File: config.mk
export PLATFORM = sky130hd
export DESIGN_NAME = uart_receiver
export DESIGN_NICKNAME = d
export VERILOG_FILES = /design/src/rtl/uart_pkg.sv /design/src/rtl/uart_rx_sync.sv /design/src/rtl/uart_receiver.sv
export SDC_FILE = /design/constraint.sdc
export NUM_CORES = 1
export LEC_CHECK = 0
export CORE_UTILIZATION = 60
export DETAILED_ROUTE_END_ITERATION = 10
export DONT_BUFFER_PORTS = 1
export HOLD_SLACK_MARGIN = 0.05
export PLACE_DENSITY = 0.76
export SYNTH_ARGS = -nofsm -noshare
export SYNTH_HDL_FRONTEND = slang
export SYNTH_SLANG_ARGS = --single-unit
File: constraint.sdc
create_clock -name clk -period 2.1 [get_ports clk]
set_input_delay 0.42 -clock clk [delete_from_list [all_inputs] [get_ports clk]]
set_output_delay 0.42 -clock clk [all_outputs]
set_load 0.005 [all_outputs]
File: src/rtl/uart_pkg.sv
// rtl/uart_pkg.sv - shared UART frame constants and receiver state encodings
package uart_pkg;

    localparam int UART_DATA_BITS = 8;
    localparam logic START_BIT = 1'b0;
    localparam logic STOP_BIT  = 1'b1;

    typedef enum logic [2:0] {
        IDLE  = 3'd0,
        START = 3'd1,
        DATA  = 3'd2,
        STOP  = 3'd3,
        BREAK = 3'd4
    } uart_state_t;

endpackage

File: src/rtl/uart_rx_sync.sv
// rtl/uart_rx_sync.sv - two-flop synchronizer for the serial line, resets to idle-high
module uart_rx_sync (
    input  logic clk,
    input  logic rst,
    input  logic d,
    output logic q
);

    logic meta;

    always_ff @(posedge clk) begin
        if (!rst) begin
            meta <= 1'b1;
            q    <= 1'b1;
        end else begin
            meta <= d;
            q    <= meta;
        end
    end

endmodule

File: src/rtl/uart_receiver.sv
// rtl/uart_receiver.sv - 8N1 UART receiver with valid/ack handshake and error flags
module uart_receiver
    import uart_pkg::*;
#(
    parameter int CLKS_PER_BIT = 1
) (
    input  logic       clk,
    input  logic       rst,
    input  logic       rxd,
    input  logic       rx_ack,
    output logic [7:0] rx_data,
    output logic       rx_valid,
    output logic       frame_err,
    output logic       overrun
);

    localparam int HALF = (CLKS_PER_BIT - 1) / 2;
    localparam int CW   = (CLKS_PER_BIT > 1) ? $clog2(CLKS_PER_BIT) : 1;
    localparam logic [CW-1:0] CNT_LAST = CW'(CLKS_PER_BIT - 1);
    localparam logic [CW-1:0] CNT_HALF = CW'(HALF);

    uart_state_t                 state;
    logic [CW-1:0]               cnt;
    logic [2:0]                  bit_cnt;
    logic [UART_DATA_BITS-1:0]   shift;
    logic                        rxd_s;

    uart_rx_sync u_sync (
        .clk (clk),
        .rst (rst),
        .d   (rxd),
        .q   (rxd_s)
    );

    always_ff @(posedge clk) begin
        if (!rst) begin
            state     <= IDLE;
            cnt       <= '0;
            bit_cnt   <= '0;
            shift     <= '0;
            rx_data   <= '0;
            rx_valid  <= 1'b0;
            frame_err <= 1'b0;
            overrun   <= 1'b0;
        end else begin
            frame_err <= 1'b0;
            overrun   <= 1'b0;
            if (rx_ack && rx_valid)
                rx_valid <= 1'b0;

            case (state)
                IDLE: begin
                    if (rxd_s == START_BIT) begin
                        bit_cnt <= '0;
                        if (HALF == 0) begin
                            state <= DATA;
                            cnt   <= '0;
                        end else begin
                            state <= START;
                            cnt   <= CW'(1);
                        end
                    end
                end
                START: begin
                    if (cnt != CNT_HALF) begin
                        cnt <= cnt + CW'(1);
                    end else if (rxd_s != START_BIT) begin
                        state <= IDLE;
                        cnt   <= '0;
                    end else begin
                        state   <= DATA;
                        cnt     <= '0;
                        bit_cnt <= '0;
                    end
                end
                DATA: begin
                    if (cnt == CNT_LAST) begin
                        shift   <= {rxd_s, shift[UART_DATA_BITS-1:1]};
                        cnt     <= '0;
                        bit_cnt <= bit_cnt + 3'd1;
                        if (bit_cnt == 3'd7)
                            state <= STOP;
                    end else begin
                        cnt <= cnt + CW'(1);
                    end
                end
                STOP: begin
                    if (cnt == CNT_LAST) begin
                        cnt <= '0;
                        if (rxd_s == STOP_BIT) begin
                            // Later assignment wins over the ack clear: a byte landing with ack stays valid.
                            rx_data  <= shift;
                            rx_valid <= 1'b1;
                            if (rx_valid && !rx_ack)
                                overrun <= 1'b1;
                            state <= IDLE;
                        end else begin
                            frame_err <= 1'b1;
                            shift     <= '0;
                            state     <= BREAK;
                        end
                    end else begin
                        cnt <= cnt + CW'(1);
                    end
                end
                BREAK: begin
                    cnt <= '0;
                    if (rxd_s == STOP_BIT)
                        state <= IDLE;
                end
                default: begin
                    state <= IDLE;
                    cnt   <= '0;
                end
            endcase
        end
    end

endmodule

# ---- Word-level counts from Yosys, hierarchy flattened
# Index checks and enable logic that the tools add are counted.
dict set report word_totals {
  elab_cells 67
  out_inout_bits 11
  in_bits 4
  ff_bits 28
}
dict set report op_classes {
  muxes 26
  n_eq_ne 12
  reduce_logical 13
  addsub 2
  n_bitwise 4
}
# operator n
set ops {}
lappend ops {{$mux 3} 10}
lappend ops {{$mux 8} 3}
lappend ops {{$pmux 8 s2} 1}
lappend ops {{$pmux 3 s5} 1}
lappend ops {{$ne 2x2->1 const B} 6}
lappend ops {{$pmux 3 s3} 1}
lappend ops {{$mux 1} 8}
lappend ops {{$eq 3x2->1 const B} 2}
lappend ops {{$eq 3x3->1 const B} 2}
lappend ops {{$reduce_and 3->1} 2}
lappend ops {{$reduce_and 6->1} 1}
lappend ops {{$reduce_or 3->1} 2}
lappend ops {{$not 1->1} 4}
lappend ops {{$reduce_and 4->1} 1}
lappend ops {{$reduce_or 4->1} 1}
lappend ops {{$add 3x1->3 const B} 1}
lappend ops {{$eq 3x1->1 const B} 1}
lappend ops {{$logic_not 3->1} 1}
lappend ops {{$reduce_bool 3->1} 1}
lappend ops {{$logic_and 1x1->1} 2}
lappend ops {{$mux 2} 1}
lappend ops {{$ne 2x1->1 const B} 1}
lappend ops {{$pmux 1 s2} 1}
lappend ops {{$reduce_bool 2->1} 1}
lappend ops {{other kinds (2)} 2}

# ---- Longest topological paths before layout
dict set report depth {
  ltp_word 5
  depth_mapped 5
  ltp_nobuf 3
}

# ---- By module
# Synthesis repeated with hierarchy kept, for this count alone.
dict set report hier_totals {
  cells_unflattened 115
  area_unflattened_um2 1049.8
}
# mod instances cells_each area_per_inst_um2
set modules_own_cells {}
lappend modules_own_cells {uart_receiver 1 111 997.2}
lappend modules_own_cells {uart_rx_sync 1 4 52.6}

# ---- Least setup slack after synthesis
# OpenSTA, ideal clock, no wires.
dict set report synth_path {
  path_type {flip-flop to flip-flop}
  startpoint {register state[1]}
  endpoint {register bit_cnt[1]}
  n_path_buf 1
  setup_slack_ns 0.992
  t_arrival_ns 0.990
  t_required_ns 1.983
  synth_period_minus_slack_ns 1.108
  stages_incl_launch_ff 5
  cell_sequence {dfxtp_1 buf_4 nor2b_4 a211o_1 a32o_1}
}
dict set report synth_between {
  elab_chain_cells 3
  word_cells_on_any_way 8
}
# item line
set synth_lines {}
lappend synth_lines {{start, declared} uart_receiver.sv:22} ;# uart_state_t state;
lappend synth_lines {{start signal, assigned} uart_receiver.sv:37} ;# state <= IDLE;
lappend synth_lines {{start signal, assigned} uart_receiver.sv:56} ;# state <= DATA;
lappend synth_lines {{start signal, assigned} uart_receiver.sv:59} ;# state <= START;
lappend synth_lines {{$eq 3x1->1 (tied with other cells)} uart_receiver.sv:51} ;# case (state)
lappend synth_lines {{$ne 2x2->1 (no line) or $reduce_bool 3->1 (tied branches)} n/a}
lappend synth_lines {{$reduce_and 3->1 (no line)} n/a}
lappend synth_lines {{end signal, assigned} uart_receiver.sv:80} ;# bit_cnt <= bit_cnt + 3'd1;
lappend synth_lines {{end, declared} uart_receiver.sv:24} ;# logic [2:0] bit_cnt;
# Several ways; a longest one is shown, not always the timed one.
# A chain may end at the register's enable or synchronous reset.

# ---- Worst setup path after layout
dict set report layout_path {
  startpoint {register state[0]}
  endpoint {register rx_data[7]}
}
dict set report layout_between {
  elab_chain_cells 2
}
# item line
set layout_lines {}
lappend layout_lines {{$eq 3x2->1} uart_receiver.sv:51}
lappend layout_lines {{$reduce_and 3->1 (no line)} n/a}
lappend layout_lines {{end signal, assigned} uart_receiver.sv:92} ;# rx_data <= shift;
lappend layout_lines {{end, declared} uart_receiver.sv:11} ;# output logic [7:0] rx_data,
# Every way passes these cells.

==> key figures <==
Power and ir drop
  • Clock power share: 0.286
  • Total Power: 0.7713 mW
  • Internal power: 0.6012 mW
  • Leak Pwr: 0.3657 nW
  • Sequential share of power: 0.680
  • Pwr Density: 775.4 nW/µm²
  • VDD IR max: 0.5604 mV
  • Logic gate share of total power: 0.033
  • Switching power: 0.1701 mW
  • Sw Ratio: 0.2206

Clocking
  • H-tree depth: 1
  • Worst-path clk slew: 0.14 ns
  • Post-CTS Setup Inserts: 0
  • CTS root buffer: clkbuf_4
  • TritonCTS Sinks: 27
  • Max clock buf depth: 2
  • Total CTS buffers: 3
  • Worst skew pair latency: 0.32 ns
  • CTS resizes: 0
  • CTS Hold Bufs: 0
  • CTS tree: done

Timing
  • Slew Limit Fails: 0
  • Post-Route Setup TNS: 0 ns
  • Hold Slack: 0.1870 ns
  • Clock skew: 0.009528 ns
  • Final Setup Violations: 0
  • Final Hold Viols: 0
  • Tmin final: 1.348 ns
  • Tcrit/Tclk final: 0.6417
  • Maximum clock rate: 742.1 MHz
  • RSZ-0062 raised after global routing: no
  • Final worst-path setup slack: 0.7525 ns
  • Slew margin rel.: 0.7391
  • Worst-Margin Slew: 0.3909 ns

Synthesis
  • Synth Area in Compound Gates: 0.1852
  • Syn_nets: 99
  • Fraction of the mapped netlist area in simple logic gates: 0.2034
  • Post-Synth XOR/XNOR Area: 0
  • Netlist cell types: 29
  • Mux cell area share after synthesis: 0
  • Synth Warn #: 0
  • Seq/Total Area, Yosys: 0.5596
  • Post-Synthesis Cells: 93
  • Adder-Cell Fraction of Synth Area: 0.02591
  • Syn_area_per_cell: 10.39 µm²
  • Synth Cell Area: 965.9 µm²
  • Combinational family with the most area after synthesis: simple AND/OR/NAND/NOR gates
  • Synth Register Bits: 27

Setup path
  • CP Max Fanout: 11
  • CP arrival: 1.60 ns
  • CP Launch Type: flip-flop
  • WS Path Type: reg2reg
  • CP Capture Type: flip-flop
  • Critical path required time: 2.36 ns

Floorplanning
  • Starting Density: 0.6412
  • CORE AREA: 1506 µm²
  • Rows: 14
  • Die H: 42.13 µm
  • Die area: 1775 µm²
  • Die width: 42.13 µm
  • I/O pin count: 15

Finish
  • Fraction of layout cells with a size suffix above 1: 0.09677
  • Nets@finish: 100
  • Most frequent cells in the layout: 27 x dfxtp_1, 17 x nand2_1, 10 x a21oi_1
  • Non-filler cells, final: 109
  • Commonest non-fill, non-tap cell in the layout: dfxtp_1
  • Antenna Cells: 0
  • Synthesis-to-finish area growth: 2.979%

Global route
  • Number of global-route vias before repair: 616
  • First-pass GRT wire length: 2497 µm
  • Pin count of the biggest net entering global routing: 17
  • Remaining Overflow, GRT: 0
  • Gr usage total: 0.1916
  • Initial antenna violation count: 0

Place
  • Port bufs: 0
  • Pre-CTS setup slack: 0.7716 ns
  • Final GP Congestion: 0.7117
  • Dpl cells: 105
  • Post-DP HPWL: 1051 µm

Routing
  • Detailed Route WL: 1515 µm
  • ANT nets after route: 0
  • DR iter-0 viols: 19
  • DR pass1 iterations: 4
  • Post-route DRC: 0
  • Vias per cell: 5.835
  • Drt wl/cell: 13.90 µm
  • Vias: 636

Min path
  • Min-Delay Path Class: in2reg

Outcome
  • Status: completed

Job
  • Maxcap violations: 0
[cell type report]
type                            count  area (µm²)
Fill cell                         124       511.7
Tap cell                           16       20.02
Multi-Input combinational cell     61       400.4
Clock buffer                        3       22.52
Inverter                            1       3.754
Sequential cell                    27       540.5
Clock inverter                      1       7.507
[power groups by stage]
stage	sequential, mW	combinational, mW	clock, mW
final	0.525	0.0256	0.221
after detailed placement	0.536	0.0259	0
after global placement	0.536	0.0253	0
after floorplan	0.532	0.0255	0
after global routing	0.526	0.0286	0.245
after CTS	0.525	0.0262	0.233
[path summary, 6_finish.rpt]
check         startpoint  cells past startpoint          end  slack [ns]
max             state[0]                      3   rx_data[7]        0.75
min reg2reg  u_sync.meta                      1     u_sync.q        0.43
max reg2reg     state[0]                      3   rx_data[7]        0.75
min                  rxd                      1  u_sync.meta        0.19
[kinds of logic after synthesis]
kind of cell	Yosys count
simple gates	34
flops	27
compound gates	25
buf+inv	5
fa+ha+maj	2
[worst max-delay path, cell delays in order, from the launching register on]
cell and delay (ns):
dfxtp_1 0.58, and4b_1 0.46, nand2_1 0.09, a21oi_1 0.14
[layer usage]
layer	vias to the layer above	routed length (µm)	GRT usage
li1	330	-	-
met1	288	718	0.2312
met2	16	706	0.3219
met3	2	75	0.04310
met4	0	14	0.09375
met5	-	0	0
[Yosys cell counts (all sizes together)]
| cell | number | area share |
|---|---|---|
| a211o | 1 | 0.0091 |
| a21oi | 11 | 0.061 |
| a22o | 7 | 0.063 |
| a31oi | 1 | 0.0065 |
| a32o | 2 | 0.021 |
| and2 | 1 | 0.0065 |
| and3 | 1 | 0.0065 |
| and4b | 1 | 0.010 |
| buf | 3 | 0.018 |
| clkbuf | 1 | 0.0039 |
| dfxtp | 27 | 0.56 |
| ha | 2 | 0.026 |
| inv | 1 | 0.0039 |
| nand2 | 17 | 0.066 |
| nand2b | 1 | 0.0065 |
| nand4b | 1 | 0.0091 |
| nor2 | 2 | 0.0078 |
| nor2b | 3 | 0.027 |
| nor3 | 2 | 0.022 |
| nor3b | 1 | 0.0078 |
| nor4b | 2 | 0.018 |
| o21a | 1 | 0.0078 |
| o21ai | 1 | 0.0052 |
| o221a | 1 | 0.012 |
| or2b | 2 | 0.016 |
[flip-flops by register name, indices dropped and copies added (netlist names)]
signal and flops:
frame_err 1, rx_data 8, u_sync.q 1, bit_cnt 3
shift 8, overrun 1, rx_valid 1, u_sync.meta 1
state 3
[through the flow]
stage	util	cell area [µm²]
finish	0.6603	994.7
global route	0.6603	994.7
CTS	0.6603	994.7
detailed placement	0.6404	964.7
global placement	0.6404	964.7
floorplan	-	965.9
No activity file was read; power rests on OpenSTA's default activity.
